--- config.mk ---
export PLATFORM = sky130hd
export DESIGN_NAME = dot11_tx_sched
export DESIGN_NICKNAME = d
export VERILOG_FILES = /design/src/rtl/dot11_tx_pkg.sv /design/src/rtl/rr_arbiter.sv /design/src/rtl/dot11_tx_sched.sv
export SDC_FILE = /design/constraint.sdc
export NUM_CORES = 1
export LEC_CHECK = 0
export ABC_CLOCK_PERIOD_IN_PS = 6100
export CORE_ASPECT_RATIO = 0.5
export CORE_MARGIN = 3
export CORE_UTILIZATION = 35
export DETAILED_ROUTE_END_ITERATION = 6
export PLACE_DENSITY = 0.7
export RECOVER_POWER = 100
export SLEW_MARGIN = 20
export SYNTH_ARGS = -nofsm -noshare
export SYNTH_HDL_FRONTEND = slang
export SYNTH_HIERARCHICAL = 1
export SYNTH_SLANG_ARGS = --single-unit
export TNS_END_PERCENT = 100
--- constraint.sdc ---
create_clock -name clk -period 6.1 [get_ports clk]
set_input_delay 1.22 -clock clk [delete_from_list [all_inputs] [get_ports clk]]
set_output_delay 1.22 -clock clk [all_outputs]
set_load 0.05 [all_outputs]
--- src/rtl/dot11_tx_pkg.sv ---
// Shared definitions for the dot11_tx transmit path.
//   DOT11_AW   : BRAM address width used by dot11_tx and its scheduler
//   TO_CNT_W   : width of the scheduler's shared timeout/gap counter
//   tx_state_e : transmit scheduler FSM states
package dot11_tx_pkg;

    localparam int DOT11_AW = 10;
    localparam int TO_CNT_W = 20;

    typedef enum logic [2:0] {
        ST_IDLE,
        ST_ARB,
        ST_START,
        ST_WAIT_DONE,
        ST_ABORT,
        ST_GAP
    } tx_state_e;

endpackage

--- src/rtl/rr_arbiter.sv ---
// Combinational round-robin arbiter.
//   req_i   : request vector, one bit per queue
//   ptr_i   : highest-priority queue index this round
//   gnt_o   : first requesting index at or after ptr_i, wrapping
//   valid_o : at least one request present
module rr_arbiter #(
    parameter int NUM_Q = 4
) (
    input  logic [NUM_Q-1:0]         req_i,
    input  logic [$clog2(NUM_Q)-1:0] ptr_i,
    output logic [$clog2(NUM_Q)-1:0] gnt_o,
    output logic                     valid_o
);
    localparam int QW = $clog2(NUM_Q);

    logic [QW-1:0] idx;

    always_comb begin
        // NOTE: every output gets a default before the loop so no path
        // leaves it unassigned, which would otherwise infer a latch.
        gnt_o   = '0;
        valid_o = 1'b0;
        idx     = '0;
        // Scan from the farthest offset down so the nearest request
        // after the pointer is the last write and therefore wins.
        for (int i = NUM_Q - 1; i >= 0; i--) begin
            idx = QW'((int'(ptr_i) + i) % NUM_Q);
            if (req_i[idx]) begin
                gnt_o   = idx;
                valid_o = 1'b1;
            end
        end
    end

endmodule

--- src/rtl/dot11_tx_sched.sv ---
// Transmit scheduler in front of dot11_tx.
//   clk, rstn          : clock and synchronous active-low reset
//   enable             : allow new grants (a running frame always completes)
//   ifs_cycles         : idle gap after each frame or abort
//   q_req / q_base     : per-queue request level and BRAM base address
//   q_done / q_err     : per-queue one-cycle completion / timeout pulses
//   busy, cur_q        : scheduler active and granted queue index
//   phy_tx_*           : start/started/done handshake and abort reset to core
//   core_bram_addr     : core address, rebased onto the granted queue's base
//   bram_addr          : combinational rebased address to the TX BRAM
module dot11_tx_sched
    import dot11_tx_pkg::*;
#(
    parameter int NUM_Q      = 4,
    parameter int AW         = DOT11_AW,
    parameter int START_TO   = 64,
    parameter int FRAME_TO   = 1000000,
    parameter int RST_CYCLES = 4
) (
    input  logic                     clk,
    input  logic                     rstn,
    input  logic                     enable,
    input  logic [15:0]              ifs_cycles,
    input  logic [NUM_Q-1:0]         q_req,
    input  logic [NUM_Q*AW-1:0]      q_base,
    output logic [NUM_Q-1:0]         q_done,
    output logic [NUM_Q-1:0]         q_err,
    output logic                     busy,
    output logic [$clog2(NUM_Q)-1:0] cur_q,
    output logic                     phy_tx_start,
    input  logic                     phy_tx_started,
    input  logic                     phy_tx_done,
    output logic                     phy_tx_arest,
    input  logic [AW-1:0]            core_bram_addr,
    output logic [AW-1:0]            bram_addr
);
    localparam int QW = $clog2(NUM_Q);
    localparam logic [TO_CNT_W-1:0] START_LAST = TO_CNT_W'(START_TO - 1);
    localparam logic [TO_CNT_W-1:0] FRAME_LAST = TO_CNT_W'(FRAME_TO - 1);
    localparam logic [TO_CNT_W-1:0] RST_LAST   = TO_CNT_W'(RST_CYCLES - 1);

    tx_state_e           state_q;
    logic [QW-1:0]       ptr_q;
    logic [QW-1:0]       cur_q_q;
    logic [TO_CNT_W-1:0] cnt_q;
    logic                start_q;
    logic                arest_q;
    logic                busy_q;
    logic [NUM_Q-1:0]    done_q;
    logic [NUM_Q-1:0]    err_q;

    logic [QW-1:0]       gnt_idx;
    logic                gnt_valid;
    logic [QW-1:0]       ptr_next;
    logic [NUM_Q-1:0]    cur_onehot;
    logic [16:0]         gap_next;
    logic                gap_end;

    rr_arbiter #(.NUM_Q(NUM_Q)) u_arb (
        .req_i   (q_req),
        .ptr_i   (ptr_q),
        .gnt_o   (gnt_idx),
        .valid_o (gnt_valid)
    );

    assign ptr_next   = (gnt_idx == QW'(NUM_Q - 1)) ? '0 : gnt_idx + QW'(1);
    assign cur_onehot = {{(NUM_Q-1){1'b0}}, 1'b1} << cur_q_q;

    // The gap lasts max(ifs_cycles, 1) cycles: a zero gap still spends
    // one cycle in GAP before returning to IDLE.
    assign gap_next = {1'b0, cnt_q[15:0]} + 17'd1;
    assign gap_end  = gap_next >= {1'b0, ifs_cycles};

    // Base is selected by the registered grant so the core sees its BRAM
    // data one cycle after presenting an address; wraps modulo 2^AW.
    assign bram_addr = q_base[int'(cur_q_q) * AW +: AW] + core_bram_addr;

    assign q_done       = done_q;
    assign q_err        = err_q;
    assign busy         = busy_q;
    assign cur_q        = cur_q_q;
    assign phy_tx_start = start_q;
    assign phy_tx_arest = arest_q;

    // NOTE: all state updates use non-blocking assignments; the pulse
    // defaults at the top are simply overridden by later assignments.
    always_ff @(posedge clk) begin
        if (!rstn) begin
            state_q <= ST_IDLE;
            ptr_q   <= '0;
            cur_q_q <= '0;
            cnt_q   <= '0;
            start_q <= 1'b0;
            arest_q <= 1'b0;
            busy_q  <= 1'b0;
            done_q  <= '0;
            err_q   <= '0;
        end else begin
            done_q <= '0;
            err_q  <= '0;
            case (state_q)
                ST_IDLE: begin
                    if (enable && |q_req) begin
                        state_q <= ST_ARB;
                        busy_q  <= 1'b1;
                    end
                end
                ST_ARB: begin
                    if (gnt_valid) begin
                        cur_q_q <= gnt_idx;
                        ptr_q   <= ptr_next;
                        start_q <= 1'b1;
                        cnt_q   <= '0;
                        state_q <= ST_START;
                    end else begin
                        state_q <= ST_IDLE;
                        busy_q  <= 1'b0;
                    end
                end
                ST_START: begin
                    if (phy_tx_started) begin
                        start_q <= 1'b0;
                        cnt_q   <= '0;
                        state_q <= ST_WAIT_DONE;
                    end else if (cnt_q == START_LAST) begin
                        start_q <= 1'b0;
                        arest_q <= 1'b1;
                        err_q   <= cur_onehot;
                        cnt_q   <= '0;
                        state_q <= ST_ABORT;
                    end else begin
                        cnt_q <= cnt_q + TO_CNT_W'(1);
                    end
                end
                ST_WAIT_DONE: begin
                    // A late or repeated started pulse is ignored here,
                    // so done always wins when both arrive together.
                    if (phy_tx_done) begin
                        done_q  <= cur_onehot;
                        cnt_q   <= '0;
                        state_q <= ST_GAP;
                    end else if (cnt_q == FRAME_LAST) begin
                        arest_q <= 1'b1;
                        err_q   <= cur_onehot;
                        cnt_q   <= '0;
                        state_q <= ST_ABORT;
                    end else begin
                        cnt_q <= cnt_q + TO_CNT_W'(1);
                    end
                end
                ST_ABORT: begin
                    if (cnt_q == RST_LAST) begin
                        arest_q <= 1'b0;
                        cnt_q   <= '0;
                        state_q <= ST_GAP;
                    end else begin
                        cnt_q <= cnt_q + TO_CNT_W'(1);
                    end
                end
                ST_GAP: begin
                    if (gap_end) begin
                        cnt_q   <= '0;
                        busy_q  <= 1'b0;
                        state_q <= ST_IDLE;
                    end else begin
                        cnt_q <= cnt_q + TO_CNT_W'(1);
                    end
                end
                default: begin
                    state_q <= ST_IDLE;
                    busy_q  <= 1'b0;
                end
            endcase
        end
    end

endmodule

Word-level counts from Yosys, hierarchy flattened

Index checks and enable logic that the tools add are counted.

Add/subtract/negate cells: 7
$mul: 1
Magnitude comparators: 5
Equal/unequal tests: 20
Shift-type cells: 2
Mux-type cells: 53
Bitwise operators: 1
Reduce and logical (&&, ||, !) cells: 14

Operators with widths:

| kind                                                                          | number |
|---|---|
| 20-bit two-way mux                                                            | 7 |
| 20-bit one-hot mux with 5 select lines                                        | 1 |
| 40-bit by 7-bit variable part select with 10-bit output                       | 1 |
| 3-bit two-way mux                                                             | 7 |
| 20-bit by 1-bit adder with 20-bit output (second input constant)              | 1 |
| 20-bit by 2-bit == test with 1-bit output (second input constant)             | 1 |
| 20-bit == test (second input constant)                                        | 1 |
| 20-bit by 6-bit == test with 1-bit output (second input constant)             | 1 |
| 1-bit two-way mux                                                             | 19 |
| 2-bit != test (second input constant)                                         | 9 |
| 3-bit one-hot mux with 6 select lines                                         | 1 |
| 16-bit by 1-bit adder with 17-bit output (second input constant)              | 1 |
| 17-bit by 16-bit greater-or-equal comparator with 1-bit output                | 1 |
| 4-bit two-way mux                                                             | 4 |
| 2-bit by 3-bit less-than comparator with 1-bit output (second input constant) | 4 |
| 2-bit two-way mux                                                             | 6 |
| 10-bit adder                                                                  | 1 |
| 1-bit binary-select mux with 2-bit select                                     | 4 |
| 4-bit one-hot mux with 2 select lines                                         | 1 |
| 3-bit by 2-bit == test with 1-bit output (second input constant)              | 2 |
| 3-bit == test (second input constant)                                         | 2 |
| 3-bit != test (second input constant)                                         | 2 |
| 3-bit AND reduction                                                           | 2 |
| 6-bit AND reduction                                                           | 1 |
| other kinds (20)                                                              | 23 |

Bits in registers: 38
Bits of input ports: 75
Output and inout port bits: 23
Word-level logic and storage cells: 112

Logic depth before layout (Yosys ltp)

Gate-level depths: netlist of the first run.

Depth in word-level cells: 9
Mapped depth: 16
Gate-level depth less buffers: 14

Modules after synthesis

Netlist of the first run, hierarchy kept.

Modules (own cells, without submodules):

| module         | instances | cells each | area an instance (um2) | sequential area each (um2) |
|---|---|---|---|---|
| dot11_tx_sched | 1         | 377        | 3,076.7                | 760.7 |
| rr_arbiter     | 1         | 13         | 77.6                   | 0.0 |

Worst setup path after synthesis of the first run

No wires, ideal clock.

Kind: in2out
Start: input q_base[31]
End: output bram_addr[7]
Arrival: 3.867 ns
Data required time: 4.880 ns
Path slack: 1.013 ns
Cell stages on the path: 8
Path buffers: 0
Cell sequence: mux4_2 ha_1 a21o_1 a21oi_1 o21bai_1 a2111oi_0 nor2_1 xnor2_1

Longest elaborated chain between the ends: 2

RTL lines:

| what                                                    | RTL line             | text |
|---|---|---|
| start, declared                                         | dot11_tx_sched.sv:25 | `input logic [NUM_Q*AW-1:0] q_base,` |
| 40-bit by 7-bit variable part select with 10-bit output | dot11_tx_sched.sv:76 | `assign bram_addr = q_base[int'(cur_q_q) * AW +: AW] + core_bram_addr;` |
| 10-bit adder                                            | dot11_tx_sched.sv:76 |  |
| end, declared                                           | dot11_tx_sched.sv:35 | `output logic [AW-1:0] bram_addr` |

No other way between the ends.

Worst setup path in the final report of the first run

Start: input q_base[30]
End: output bram_addr[8]

The elaborated chain is that of the path after synthesis.

==> impl_metrics.tcl, run 1 <==
set metrics [dict create \
    drcViolationCount 0 \
    fin_crit_sh_pct 93.0 \
    port_buffers 97 \
    cp_max_fo 2 \
    ctsRootBufferMaster "clkbuf_16" \
    cp_data_arrival_time_ns 4.46 \
    drt_iter0_drc 168 \
    ff2ff_path_depth 12 \
    fin_crit_ns 5.68 \
    rows 23 \
    drtAntennaViolNets 0 \
    postLayoutCoreUtil_pct 51.2 \
    setup_viol 0 \
    final_common_cell "clkdlybuf4s50_1" \
    cts_resized 0 \
    die_y_um 73.1 \
    wire_per_inst_um 14.1 \
    max_freq_mhz 176 \
    cap_violations 0 \
    p_per_area_nw_per_um2 282 \
    core-area_sq_um 8370 \
    cts_tree "yes" \
    synth_edf_count 0 \
    h-tree-depth 2 \
    ctsHoldBuffers 0 \
    critPathLaunchType "input port" \
    antenna_found_initial 0 \
    synth-async-reset-ratio_pct 0 \
    status "finished, final reports clean" \
    grt_pass1_wl_um 13800 \
    crit_type "input port to output port" \
    routed_wl_um 8320 \
    gp_congestion 0.836 \
    syn2layout_area_growth_pct 36.1 \
    vias 3049 \
    worst_path_max_delay_cell "dlygate4sd3_1" \
    setup_tns_ns 0 \
    start_util_pct 37.7 \
    skew_ns 0.00505 \
    tightest_slew_ns 1.03 \
    grt_pass1_vias 2885 \
    netlist_instances 390 \
    ios 98 \
    rsz0062_at_grt "no" \
    slew_violations 0 \
    layout_common_cells "71 x clkdlybuf4s50_1, 43 x nand2_1, 38 x dfxtp_1" \
    cts.path.max_buffers 2 \
    slew_headroom_pct 30.7 \
    clk_pin_slew_ns 0.06 \
    crit_required_ns 4.88 \
    yosysSeqAreaShare_pct 24.1 \
    hold_path_class "register to register" \
    critPathMaxStageDelay_ns 0.89 \
    grt.overflow.total 0 \
    numCtsBuffers 5 \
    ys_types 54 \
    synthFlopType "dfxtp_1" \
    n_antenna_cell 0 \
    vdd_drop_max_mv 0.182 \
    holdPathStages 2 \
    final-hold-violation-count 0 \
    path_cells "clkdlybuf4s50_1 -> mux4_2 -> ha_1 -> inv_1 -> fa_1 -> inv_1 -> a21oi_1 -> o21bai_1 -> a21o_1 -> a21oi_1 -> o21ai_0 -> xor2_1 -> dlygate4sd3_1" \
    drive_gt1_share_pct 6.71 \
    syn_area_sq_um 3150 \
    dp_hpwl_um 6590 \
    ys_ff_latch 38 \
    syn_nets 494 \
    firstDrtPassIters 4 \
    clk_latency_ns 0.28 \
    power_mw 1.21 \
    viasPerCell 5.18 \
    avgSynthCellArea_sq_um 8.09 \
    grt_max_degree 18 \
    worstSetupEndpointType "output port" \
    p_leak_nw 1.80 \
    die_area_sq_um 10300 \
    nNetsFinal 580 \
    grt_use_total_pct 16.2 \
    cts_setup_buffers 0 \
    die_x_um 140 \
    yosysWarningCount 6 \
    cts.sinks 38 \
]
[power breakdown]
part | switching (mW) | internal [mW]
Clock | 0.0999 | 0.162
Combinational | 0.379 | 0.255
Sequential | 0.0464 | 0.271
[layer usage]
layer  vias up  wire length, um  GRT usage, %
li1       1566                -             -
met1      1387             3980          22.0
met2        90             3740          27.5
met3         6              544          3.14
met4         0               56          2.90
met5         -                0             0
[cells by family (layout without fill, tap and decap cells)]
group	count (synthesis)	in the layout	share of synthesized area, %
and+or+nand+nor	157	157	24.6
AOI/OAI and AO/OA	77	77	17.8
xor gates and xnor gates	19	19	5.28
adders and majority gates	29	29	11.7
DFF	38	38	24.1
buffers and inverters	53	140	7.14
muxes	17	17	9.36
[flip-flops by register name, summed over array words and instances, names as in the netlist]
signal / cells
cnt_q: 20
q_done: 4
q_err: 4
state_q: 3
cur_q: 2
ptr_q: 2
busy: 1
phy_tx_arest: 1
phy_tx_start: 1
[path summary, 6_finish.rpt]
path	start	end	slack [ns]
setup / recovery	q_base[30]	bram_addr[8]	0.42
hold / removal	busy$_SDFFE_PN0P_	busy$_SDFFE_PN0P_	0.46
setup reg to reg	cnt_q[2]$_SDFFE_PN0P_	cnt_q[18]$_SDFFE_PN0P_	1.72
hold reg to reg	busy$_SDFFE_PN0P_	busy$_SDFFE_PN0P_	0.46
[metrics by stage]
stage,worst slack (ns),hold slack [ns],area (sq um),cells
after floorplan,1.01,0.449,3150,390
after global placement,0.500,0.454,4180,581
after detailed placement,0.480,0.458,4180,581
after CTS,0.480,0.466,4330,589
after global routing,0.195,0.480,4290,589
final,0.425,0.456,4290,589
[synth_stat cells, types with 4 or more instances]
cell	n	area, sq um
nand2_1	43	161
dfxtp_1	38	761
nor2_1	37	139
inv_1	32	120
ha_1	28	350
a21oi_1	23	115
clkbuf_1	14	52.6
nand3_1	14	70.1
xnor2_1	13	114
o21ai_0	11	55.1
mux4_2	10	225
a21o_1	9	67.6
nand2b_1	9	56.3
nor3_1	9	45.0
nand4_1	8	50.1
and3_1	7	43.8
mux2i_1	7	70.1
nor4_1	6	37.5
or3_1	6	37.5
xor2_1	6	52.6
or2_2	5	31.3
o31ai_1	4	30.0
[worst max-delay path, delay by kind of cell]
family,cells,cell delay (ns)
buf+inv,4,1.41
compound gates,5,0.83
mux,1,0.47
fa+ha+maj,2,0.41
xor+xnor,1,0.13
[layout make-up]
cell class | instances | area (sq um)
fillers | 797 | 4080
clock inverters | 2 | 12.5
repair buffers | 99 | 971
well taps | 112 | 140
flip-flops and latches | 38 | 761
clock buffers | 6 | 139
inverters | 33 | 126
multi-input cells | 299 | 2140
No activity file was read; power rests on OpenSTA's default activity.
==> run 2, diff against run 1 <==
--- a/config.mk
+++ b/config.mk
@@ -5,7 +5,7 @@
 export SDC_FILE = /design/constraint.sdc
 export NUM_CORES = 1
 export LEC_CHECK = 0
-export ABC_CLOCK_PERIOD_IN_PS = 6100
+export ABC_CLOCK_PERIOD_IN_PS = 5410
 export CORE_ASPECT_RATIO = 0.5
 export CORE_MARGIN = 3
 export CORE_UTILIZATION = 35
==> constraint.sdc (replaced) <==
create_clock -name clk -period 5.41 [get_ports clk]
set_input_delay 1.082 -clock clk [delete_from_list [all_inputs] [get_ports clk]]
set_output_delay 1.082 -clock clk [all_outputs]
set_load 0.05 [all_outputs]
==> impl_metrics.tcl, run 2 (same netlist as run 1, synthesis figures left out) <==
set metrics [dict create \
    path_cells "clkdlybuf4s50_1 -> mux4_2 -> ha_1 -> a21o_1 -> a21oi_1 -> o21bai_1 -> a2111oi_0 -> buf_4 -> o31ai_1 -> a21oi_1 -> xnor2_1 -> buf_12" \
    fin_crit_sh_pct 93.6 \
    cpLargestDelayFamily "compound AO/OA/AOI/OAI gates" \
    p_leak_nw 1.84 \
    viasPerCell 5.16 \
    cts_tree "yes" \
    cts.path.max_buffers 2 \
    firstDrtPassIters 4 \
    clk_latency_ns 0.28 \
    max_freq_mhz 198 \
    critPathMaxStageDelay_ns 0.49 \
    cp_common_cell "a21oi_1" \
    final-hold-violation-count 0 \
    ios 98 \
    clk_pin_slew_ns 0.06 \
    wire_per_inst_um 13.9 \
    p_per_area_nw_per_um2 337 \
    antenna_found_initial 0 \
    switching_share_pct 40.5 \
    cp_data_arrival_time_ns 3.98 \
    nNetsFinal 582 \
    gp_congestion 0.841 \
    vdd_drop_max_mv 0.209 \
    status "finished, final reports clean" \
    grt_max_degree 18 \
    grt.overflow.total 0 \
    switching_power_uw 593 \
    vias 3048 \
    ctsHoldBuffers 0 \
    tightest_slew_ns 0.938 \
    port_buffers 97 \
    n_antenna_cell 0 \
    core-area_sq_um 8370 \
    crit_required_ns 4.33 \
    start_util_pct 37.7 \
    p_seq_share_pct 24.0 \
    rows 23 \
    drt_iter0_drc 176 \
    power_frac_comb_pct 50.2 \
    dpl_cell_area_sq_um 4220 \
    layout_common_cells "72 x clkdlybuf4s50_1, 43 x nand2_1, 38 x dfxtp_1" \
    rsz0062_at_grt "no" \
    drtAntennaViolNets 0 \
    numCtsBuffers 5 \
    skew_ns 0.00515 \
    cts.sinks 38 \
    fin_crit_ns 5.06 \
    cts_setup_buffers 0 \
    p_int_uw 871 \
    die_y_um 73.1 \
    postLayoutCoreUtil_pct 51.9 \
    slew_headroom_pct 37.0 \
    dp_hpwl_um 6610 \
    worstSetupEndpointType "output port" \
    grt_use_total_pct 15.9 \
    hold_path_class "register to register" \
    cap_violations 0 \
    slew_violations 0 \
    grt_pass1_wl_um 13400 \
    cts_resized 0 \
    clockPowerShare_pct 25.8 \
    cp_max_fo 2 \
    die_x_um 140 \
    crit_type "input port to output port" \
    die_area_sq_um 10300 \
    syn2layout_area_growth_pct 37.8 \
    ctsRootBufferMaster "clkbuf_16" \
    top_register "cnt_q" \
    drcViolationCount 0 \
    grt_pass1_vias 2778 \
    final_common_cell "clkdlybuf4s50_1" \
    setup_viol 0 \
    drive_gt1_share_pct 6.89 \
    critPathLaunchType "input port" \
    design_area_sq_um 4350 \
    crit_buf_inv 3 \
    h-tree-depth 2 \
    routed_wl_um 8190 \
    setup_tns_ns 0 \
    worst_path_max_delay_cell "mux4_2" \
    power_mw 1.46 \
    largest_reg_flops 20 \
]
[run 2: area by class of cell]
cell class / instances / area [sq um]
clock buffers: 5 / 125
clock inverters: 3 / 68.8
fillers: 814 / 4030
inverters: 33 / 126
multi-input cells: 299 / 2130
flip-flops and latches: 38 / 761
well taps: 112 / 140
repair buffers: 101 / 996
[run 2: power groups by stage]
stage / sequential [mW] / combinational [mW] / clock (mW)
after global routing: 0.358 / 0.795 / 0.398
after CTS: 0.352 / 0.796 / 0.386
final: 0.352 / 0.734 / 0.378
after detailed placement: 0.358 / 0.794 / 0
after floorplan: 0.364 / 0.532 / 0
after global placement: 0.357 / 0.790 / 0
[run 2: per-layer routing]
metal | vias up | track usage (%) | share of wire (%)
met3 | 4 | 2.88 | 7.1
met2 | 100 | 25.8 | 45
met4 | 0 | 2.58 | 0.49
met1 | 1370 | 22.6 | 48
li1 | 1574 | - | -
met5 | - | 0 | 0
[run 2: final timing paths]
| kind | startpoint | endpoint | slack, ns | cells past startpoint |
|---|---|---|---|---|
| max | q_base[31] | bram_addr[9] | 0.35 | 12 |
| min | busy$_SDFFE_PN0P_ | busy$_SDFFE_PN0P_ | 0.46 | 2 |
| max reg2reg | cnt_q[2]$_SDFFE_PN0P_ | cnt_q[18]$_SDFFE_PN0P_ | 1.07 | 12 |
| min reg2reg | busy$_SDFFE_PN0P_ | busy$_SDFFE_PN0P_ | 0.46 | 2 |
[run 2: through the flow]
| step | hold slack (ns) | cells | worst slack [ns] |
|---|---|---|---|
| 3_5_place_dp | 0.464 | 583 | 0.371 |
| 3_3_place_gp | 0.454 | 583 | 0.392 |
| 2_1_floorplan | 0.449 | 390 | 0.558 |
| 5_1_grt | 0.499 | 591 | 0.0423 |
| 6_report | 0.459 | 591 | 0.349 |
| 4_1_cts | 0.472 | 591 | 0.370 |
[run 2: worst register-to-register path, cell delays in order (launching register included)]
cell      delay, ns
dfxtp_1        0.43
nand3_1        0.28
nor4_1         0.88
nand2_1        0.15
nand2_1        0.11
nand2_1        0.08
ha_1           0.18
or4b_1         0.49
a221oi_1       0.25
o211ai_1       0.23
and3_1         0.31
or3_1          0.51
o311ai_0       0.35
